## src/rtl/ktane_pkg.sv

```systemverilog
// Shared types and constants for the bomb clock blocks.
package ktane_pkg;

   typedef enum logic [1:0] {
      ST_IDLE,
      ST_RUN,
      ST_PAUSE,
      ST_EXPIRED
   } state_t;

   localparam int BCD_W            = 4;
   localparam int MAX_SEC_TENS     = 5;
   localparam int MAX_STRIKE_SHIFT = 2;

   function automatic logic [BCD_W-1:0] bcd_clamp(input logic [BCD_W-1:0] v,
                                                  input logic [BCD_W-1:0] max_v);
      return (v > max_v) ? max_v : v;
   endfunction

endpackage

```

## src/rtl/bcd_digit_down.sv

```systemverilog
// One BCD down-counting digit with programmable modulus, borrow chaining and clamped load.
module bcd_digit_down
   import ktane_pkg::*;
(
   input  logic             clk,
   input  logic             reset_n,
   input  logic             load,
   input  logic [BCD_W-1:0] load_val,
   input  logic [BCD_W-1:0] modulus,
   input  logic             borrow_in,
   output logic [BCD_W-1:0] dig,
   output logic             borrow_out
);

   localparam logic [BCD_W-1:0] ONE = BCD_W'(1);

   logic [BCD_W-1:0] dig_d, dig_q;
   logic [BCD_W-1:0] max_v;

   assign max_v      = modulus - ONE;
   assign borrow_out = borrow_in && (dig_q == '0);
   assign dig        = dig_q;

   // borrow_in doubles as "decrement this digit now"
   always_comb begin
      dig_d = dig_q;
      if (load)
         dig_d = bcd_clamp(load_val, max_v);
      else if (borrow_in)
         dig_d = (dig_q == '0) ? max_v : dig_q - ONE;
   end

   always_ff @(posedge clk) begin
      if (!reset_n)
         dig_q <= '0;
      else
         dig_q <= dig_d;
   end

endmodule

```

## src/rtl/bomb_countdown_bcd.sv

```systemverilog
// MM:SS BCD countdown with start/pause, strike-accelerated tick rate and expiry flag.
module bomb_countdown_bcd
   import ktane_pkg::*;
#(
   parameter int TICK_CYCLES = 50000000
) (
   input  logic       clk,
   input  logic       reset_n,
   input  logic       load,
   input  logic [3:0] load_mt,
   input  logic [3:0] load_mu,
   input  logic [3:0] load_st,
   input  logic [3:0] load_su,
   input  logic       start,
   input  logic       pause,
   input  logic [1:0] strikes,
   output logic [3:0] dig_mt,
   output logic [3:0] dig_mu,
   output logic [3:0] dig_st,
   output logic [3:0] dig_su,
   output logic       running,
   output logic       tick,
   output logic       expired
);

   localparam int            PW      = (TICK_CYCLES > 2) ? $clog2(TICK_CYCLES) : 2;
   localparam logic [PW:0]   TC      = (PW+1)'(TICK_CYCLES);
   localparam logic [PW:0]   ONE_W   = (PW+1)'(1);
   localparam logic [PW-1:0] ONE_P   = PW'(1);
   localparam logic [1:0]    MAX_SH  = 2'(MAX_STRIKE_SHIFT);
   localparam logic [BCD_W-1:0] MOD10 = BCD_W'(10);
   localparam logic [BCD_W-1:0] MOD6  = BCD_W'(MAX_SEC_TENS + 1);

   state_t        state_d, state_q;
   logic [PW-1:0] presc_d, presc_q;
   logic          tick_d, tick_q;
   logic          dec;
   logic [1:0]    shift;
   logic [PW:0]   period_m1;
   logic          is_zero, is_one;
   logic          b_su, b_st, b_mu, mt_borrow_unused;

   assign shift     = (strikes > MAX_SH) ? MAX_SH : strikes;
   assign period_m1 = (TC >> shift) - ONE_W;
   assign is_zero   = ({dig_mt, dig_mu, dig_st, dig_su} == 16'h0000);
   assign is_one    = ({dig_mt, dig_mu, dig_st, dig_su} == 16'h0001);

   always_comb begin
      state_d = state_q;
      presc_d = presc_q;
      tick_d  = 1'b0;
      dec     = 1'b0;
      if (load) begin
         state_d = ST_IDLE;
         presc_d = '0;
      end else begin
         case (state_q)
            ST_IDLE: begin
               if (!pause && start) begin
                  state_d = is_zero ? ST_EXPIRED : ST_RUN;
                  presc_d = '0;
               end
            end
            ST_RUN: begin
               if (pause) begin
                  state_d = ST_PAUSE;
               end else if ({1'b0, presc_q} >= period_m1) begin
                  // >= so a strike arriving mid-period fires on the next cycle
                  presc_d = '0;
                  tick_d  = 1'b1;
                  dec     = 1'b1;
                  if (is_one)
                     state_d = ST_EXPIRED;
               end else begin
                  presc_d = presc_q + ONE_P;
               end
            end
            ST_PAUSE: begin
               if (!pause && start)
                  state_d = ST_RUN;
            end
            default: ;
         endcase
      end
   end

   always_ff @(posedge clk) begin
      if (!reset_n) begin
         state_q <= ST_IDLE;
         presc_q <= '0;
         tick_q  <= 1'b0;
      end else begin
         state_q <= state_d;
         presc_q <= presc_d;
         tick_q  <= tick_d;
      end
   end

   assign running = (state_q == ST_RUN);
   assign expired = (state_q == ST_EXPIRED);
   assign tick    = tick_q;

   bcd_digit_down u_su (
      .clk(clk), .reset_n(reset_n), .load(load), .load_val(load_su),
      .modulus(MOD10), .borrow_in(dec), .dig(dig_su), .borrow_out(b_su)
   );
   bcd_digit_down u_st (
      .clk(clk), .reset_n(reset_n), .load(load), .load_val(load_st),
      .modulus(MOD6), .borrow_in(b_su), .dig(dig_st), .borrow_out(b_st)
   );
   bcd_digit_down u_mu (
      .clk(clk), .reset_n(reset_n), .load(load), .load_val(load_mu),
      .modulus(MOD10), .borrow_in(b_st), .dig(dig_mu), .borrow_out(b_mu)
   );
   bcd_digit_down u_mt (
      .clk(clk), .reset_n(reset_n), .load(load), .load_val(load_mt),
      .modulus(MOD10), .borrow_in(b_mu), .dig(dig_mt), .borrow_out(mt_borrow_unused)
   );

endmodule
```

## config.mk

```make
export PLATFORM = sky130hd
export DESIGN_NAME = bomb_countdown_bcd
export DESIGN_NICKNAME = d
export VERILOG_FILES = /design/src/rtl/ktane_pkg.sv /design/src/rtl/bcd_digit_down.sv /design/src/rtl/bomb_countdown_bcd.sv
export SDC_FILE = /design/constraint.sdc
export NUM_CORES = 1
export LEC_CHECK = 0
export CAP_MARGIN = 40
export CORE_MARGIN = 2
export CORE_UTILIZATION = 25
export DETAILED_ROUTE_END_ITERATION = 10
export GPL_TIMING_DRIVEN = 0
export HOLD_SLACK_MARGIN = 0.05
export PLACE_DENSITY = 0.51
export SYNTH_ARGS = -nofsm -noshare
export SYNTH_HDL_FRONTEND = slang
export SYNTH_SLANG_ARGS = --single-unit
```

## constraint.sdc

```tcl
create_clock -name clk -period 3.1 [get_ports clk]
set_input_delay 0.465 -clock clk [delete_from_list [all_inputs] [get_ports clk]]
set_output_delay 0.465 -clock clk [all_outputs]
set_load 0.005 [all_outputs]
```

---- Yosys cells after proc, flatten, opt, wreduce, memory -nomap -nowiden ----
Index checks and enable logic that the tools add are counted.
word-level totals
  register bits ........................... 45
  logic and storage cells ................. 82
operators by class
  add/sub/neg operators ................... 6
  magnitude comparators ................... 6
  eq/ne operators ......................... 9
  shift-type cells ........................ 1
  mux-type cells .......................... 32
  bitwise gates (word level) .............. 1
  reduce and logical (&&, ||, !) cells .... 20
operators with widths
  cell                                                                     number
  26-bit two-way mux                                                       3
  4-bit two-way mux                                                        16
  26-bit case mux with 2 select lines                                      1
  26-bit by 27-bit >= comparator with 1-bit output                         1
  26-bit by 2-bit >> shifter with 27-bit output, first input constant      1
  27-bit by 1-bit subtractor with 27-bit output, second input constant     1
  26-bit by 1-bit adder with 26-bit output, second input constant          1
  16-bit by 1-bit equality test with 1-bit output, second input constant   1
  16-bit zero test                                                         1
  4-bit zero test                                                          4
  4-bit by 1-bit subtractor with 4-bit output, second input constant       4
  2-bit two-way mux                                                        7
  4-bit > comparator, second input constant                                3
  2-bit nonzero test                                                       5
  2-bit inequality test, second input constant                             3
  3-bit by 2-bit inequality test with 1-bit output, second input constant  2
  2-bit case mux with 3 select lines                                       1
  5-bit AND reduction                                                      1
  2-bit equality test, second input constant                               2
  4-bit by 3-bit > comparator with 1-bit output, second input constant     1
  1-bit logical AND                                                        4
  1-bit two-way mux                                                        4
  3-bit AND reduction                                                      1
  3-bit nonzero test                                                       1
  6 further kinds                                                          6

---- Logic depth before layout (Yosys ltp) ----
  depth in word-level cells ............... 14
  depth in mapped cells ................... 13
  gate-level depth less buffers ........... 11

---- Cells and area by module ----
Synthesis repeated with hierarchy kept, for this count alone.
unflattened totals
  cell total of the unflattened synthesis .. 547
  area, all modules ....................... 4220.3 um2
modules (own cells, without submodules)
  module              instances  cells an instance  area an instance (um2)  sequential area each (um2)
  bcd_digit_down      4          69                 531.8                   80.1
  bomb_countdown_bcd  1          271                2093.3                  580.6

---- Worst setup path before layout ----
Ideal clock, no wire load.
  path kind ............................... input to register
  from .................................... input strikes[1]
  to ...................................... register presc_q[13]
  arrival ................................. 2610 ps
  setup slack ............................. 370 ps
  stages on the path ...................... 12
  path buffers ............................ 2
  cell sequence ........................... buf_6 nor2_1 inv_1 ha_1 and4bb_2 nand4_1 or4_4 and3_4 nand3_4 buf_12 nor3_2 a211o_1
on the way
  longest elaborated chain between the ends .. 8
RTL lines
  element                                             RTL line                  source
  start, declared                                     bomb_countdown_bcd.sv:16  input logic [1:0] strikes,
  2-bit > comparator                                  bomb_countdown_bcd.sv:43  assign shift = (strikes > MAX_SH) ? MAX_SH : strikes;
  2-bit two-way mux *                                 bomb_countdown_bcd.sv:43
  26-bit by 2-bit >> shifter with 27-bit output *     bomb_countdown_bcd.sv:44  assign period_m1 = (TC >> shift) - ONE_W;
  27-bit by 1-bit subtractor with 27-bit output *     bomb_countdown_bcd.sv:44
  26-bit by 27-bit >= comparator with 1-bit output *  bomb_countdown_bcd.sv:67  end else if ({1'b0, presc_q} >= period_m1) begin
  26-bit two-way mux *                                bomb_countdown_bcd.sv:67
  26-bit two-way mux *                                bomb_countdown_bcd.sv:65  if (pause) begin
  26-bit case mux with 2 select lines *               bomb_countdown_bcd.sv:57  case (state_q)
  end signal, assigned                                bomb_countdown_bcd.sv:94  presc_q <= presc_d;
  end, declared                                       bomb_countdown_bcd.sv:35  logic [PW-1:0] presc_d, presc_q;
Mark *: on every way between the ends. The rest lies on a longest branch, timed or not. The select of a mux whose other input is x is not followed.
A chain may end at the register's enable or synchronous reset.

---- Worst setup path after layout ----
Same ends and word-level chain as after synthesis.

==> results.md <==
* Outcome: finished, final reports clean
* Worst slew margin at 59.7%
* Crit path required time at 3.29 ns
* Total die area at 13,700 sq um
* Worst clock skew at 0.00666 ns
* # IOs at 42
* Warnings, synthesis at 0
* Count of hold-fix buffers inserted at cts at 0
* Ordered list of cells on the worst path: dlygate4sd2_1 -> buf_6 -> nor2_2 -> inv_1 -> ha_4 -> and4bb_2 -> nand4_1 -> or4_4 -> and3_4 -> nand3_4 -> buf_12 -> nor3_2 -> a211o_1
* Drt wl/cell at 15.0 um
* Power density cells at 332 nW/um^2
* Pre-Repair DR Iteration Count at 4
* Routability Congestion at 0.801
* Worst vdd ir at 0.169 mV
* Total setup violations reported at the end of the flow at 0
* Number of clock buffers inserted by TritonCTS at 5
* Number of global-route vias before repair at 2,916
* Number of buffers on the longest clock path at 2
* CP endpoint kind: flop
* Number of buffer and inverter instances along the worst setup path at 4
* Sequential-to-total area share from yosys stat at 28.2%
* Actual transition at the worst max-transition pin at 0.604 ns
* Combined area of the multi-input logic cells at 2190 sq um
* Initial detailed-routing violation count at 132
* Clock period minus worst slack at 2.97 ns
* Synth Flop Type: sky130_fd_sc_hd__dfxtp_1
* Standby leakage power at 1.50 nW
* EDFF count, synth at 0
* Total Routing Usage GR at 13.8%
* Average via count per standard cell at 4.92
* Layout overhead on the synthesized area at 25.8%
* Starting density of the core at 25.5%
* Post-layout utilization of the core at 32.1%
* Final clock period utilization by the worst path at 95.7%
* Critical path launch point type: primary input
* Number of distinct standard cells referenced by the synthesized netlist at 71
* Die W at 117 um
* Total detailed-routing wirelength at 9130 um
* Net total in the final layout at 480
* CTS sink cnt at 45
* Top cell family by delay on the critical path: simple AND/OR/NAND/NOR gates
* Final Hold Viols at 0
* Root buffer cell: sky130_fd_sc_hd__clkbuf_16
* Total via count in the routed design at 2,990
* Residual antenna-violating net count after detailed routing at 0
* Overall die height at 117 um
* Slowest stage delay, CP at 0.54 ns
* Syn_area_per_cell at 8.33 sq um
* Number of storage elements in the synthesis netlist at 45
* TritonCTS clock tree: done
* Sequential cell area at 901 sq um
* Peak fanout along the critical path at 10
* Htree depth at 2
* Residual overflow from global routing at 0
* Share of flip-flops with an asynchronous set or reset at 0%
* Port buffer count at 39
* Data arrival time of the critical path at 3.15 ns
* Number of design rule violations left after detail routing at 0
* Critical-path top delay cell: sky130_fd_sc_hd__or4_4
* Core box area at 12,500 sq um
* Clock Latency Late Sink at 0.29 ns
* HP Class: reg -> reg
* Clock Pin Slew Worst Setup and Hold Paths at 0.06 ns
* Number of violations of the max-capacitance limit at 0
* Detailed placer's ending HPWL at 6700 um
* Highest clock frequency the design can meet at 0.337 GHz
* Syn Inst Count at 383
* Fraction of final layout cells sized beyond drive strength 1 at 11.9%
* Filler cells at 1,352
* Global-route wire length before repair at 14,900 um
* Initial antenna violation count at 0
* Antenna Diode Count at 0
* CP Class: in -> reg
* RSZ-0062 raised after global routing: no
* Sum of negative setup slack at 0 ns
* Maximum number of pins on one net before global-route repair at 13
* Number of max-slew violations in the final report at 0
* Placement row count at 41
* Mapped cell area at 3190 sq um
## cell usage after synthesis, drive strengths merged (2+ instances only)
master / instances / area share [%]
dfxtp: 45 / 28
o21ai: 35 / 5.5
a21oi: 30 / 4.9
nand2: 27 / 3.3
ha: 22 / 8.6
nand3: 20 / 3.5
inv: 18 / 2.1
nor2: 16 / 2.0
and3: 14 / 2.9
nor3: 13 / 3.1
or3: 11 / 2.6
a21o: 10 / 2.4
clkbuf: 8 / 1.1
nor2b: 8 / 1.6
xnor2: 8 / 2.2
buf: 7 / 2.1
nand4: 7 / 1.4
nor4: 7 / 1.8
mux2i: 6 / 1.9
a211oi: 5 / 1.3
nand4b: 5 / 1.4
nand2b: 4 / 0.78
o21a: 4 / 0.94
or4: 4 / 1.1
xor2: 4 / 1.1
a31oi: 3 / 0.59
and2: 3 / 0.63
nor3b: 3 / 0.71
o211ai: 3 / 0.71
o311ai: 3 / 0.82
o31ai: 3 / 0.71
a211o: 2 / 0.55
a311oi: 2 / 0.55
conb: 2 / 0.24
o22ai: 2 / 0.39
o311a: 2 / 0.63
or2: 2 / 0.39
## cell usage in the layout, fill, tap and decap left out, drive strengths merged, types with 10 or more instances in the layout
| master | count |
|---|---|
| a21o | 10 |
| a21oi | 30 |
| and3 | 14 |
| clkbuf | 16 |
| clkdlybuf4s50 | 37 |
| dfxtp | 45 |
| ha | 22 |
| inv | 18 |
| nand2 | 27 |
| nand3 | 21 |
| nor2 | 16 |
| nor3 | 13 |
| o21ai | 35 |
| or3 | 11 |
## worst paths after layout
check | from | endpoint | slack [ns] | cells past startpoint
worst min register to register | presc_q[1]$_SDFFE_PP0P_ | presc_q[1]$_SDFFE_PP0P_ | 0.48 | 2
worst max register to register | presc_q[6]$_SDFFE_PP0P_ | presc_q[13]$_SDFFE_PP0P_ | 0.47 | 9
worst max-delay path | strikes[1] | presc_q[13]$_SDFFE_PP0P_ | 0.13 | 13
worst min-delay path | presc_q[1]$_SDFFE_PP0P_ | presc_q[1]$_SDFFE_PP0P_ | 0.48 | 2
## routing by layer
metal	global-route usage (%)	part of all wire, %	vias up
met3	2.78	4.7	7
li1	-	-	1529
met4	2.98	0.77	0
met1	19.3	49	1391
met5	0	0	-
met2	22.1	46	63
## metrics by stage
stage / instance area, sq um / hold slack (ns) / worst slack, ns / power (mW) / instances
6_report: 4010 / 0.481 / 0.133 / 1.33 / 608
2_1_floorplan: 3210 / 0.444 / 0.370 / 0.727 / 387
3_3_place_gp: 3810 / 0.459 / -0.519 / 0.815 / 598
4_1_cts: 4000 / 0.480 / 0.0201 / 1.35 / 608
3_5_place_dp: 3810 / 0.471 / -0.523 / 0.817 / 598
5_1_grt: 4010 / 0.502 / 0.0221 / 1.39 / 608
## logic make-up (layout without fill, tap and decap cells)
group / count (synthesis) / count (layout) / share of synthesized area (%)
adder cells (fa/ha/maj): 23 / 23 / 8.94
other: 2 / 6 / 0.235
AO/OA/AOI/OAI: 113 / 113 / 23.6
XOR/XNOR: 12 / 12 / 3.29
AND/OR/NAND/NOR: 149 / 150 / 28.5
buffers and inverters: 33 / 81 / 5.29
multiplexers: 6 / 6 / 1.88
flip-flops: 45 / 45 / 28.2
## worst register-to-register path, stage by stage (launching register included)
cell and delay [ns]:
sky130_fd_sc_hd__dfxtp_1 0.40, sky130_fd_sc_hd__ha_4 0.31, sky130_fd_sc_hd__and4bb_2 0.26, sky130_fd_sc_hd__nand4_1 0.17
sky130_fd_sc_hd__or4_4 0.54, sky130_fd_sc_hd__and3_4 0.23, sky130_fd_sc_hd__nand3_4 0.16, sky130_fd_sc_hd__buf_12 0.15
sky130_fd_sc_hd__nor3_2 0.04, sky130_fd_sc_hd__a211o_1 0.26
## flip-flops by register name, indices dropped and copies added (netlist names)
| signal | count |
|---|---|
| u_mu.dig | 4 |
| state_q | 2 |
| tick | 1 |
| u_st.dig | 4 |
| u_mt.dig | 4 |
| presc_q | 26 |
| u_su.dig | 4 |
## what timing repair did
item	in CTS	in global routing
gates cloned	1	0
buffers inserted	1	0
endpoints found under the setup margin	41	24
resized for setup	11	2
pin swaps	4	1
## layout make-up
class	instances	area share (%)
inverter	18	1.68
buffer	15	2.62
sequential	45	22.4
tap	172	5.36
multi-input combinational	310	54.6
timing repair buffer	40	9.94
clock buffer	8	3.40
## where the power goes
group	total (mW)	leakage (nW)	switching, mW	internal [mW]
logic	0.196	1.07	0.0983	0.0982
clock network	0.524	0.0652	0.223	0.300
registers	0.613	0.366	0.0209	0.592
No activity file was read; power rests on OpenSTA's default activity.
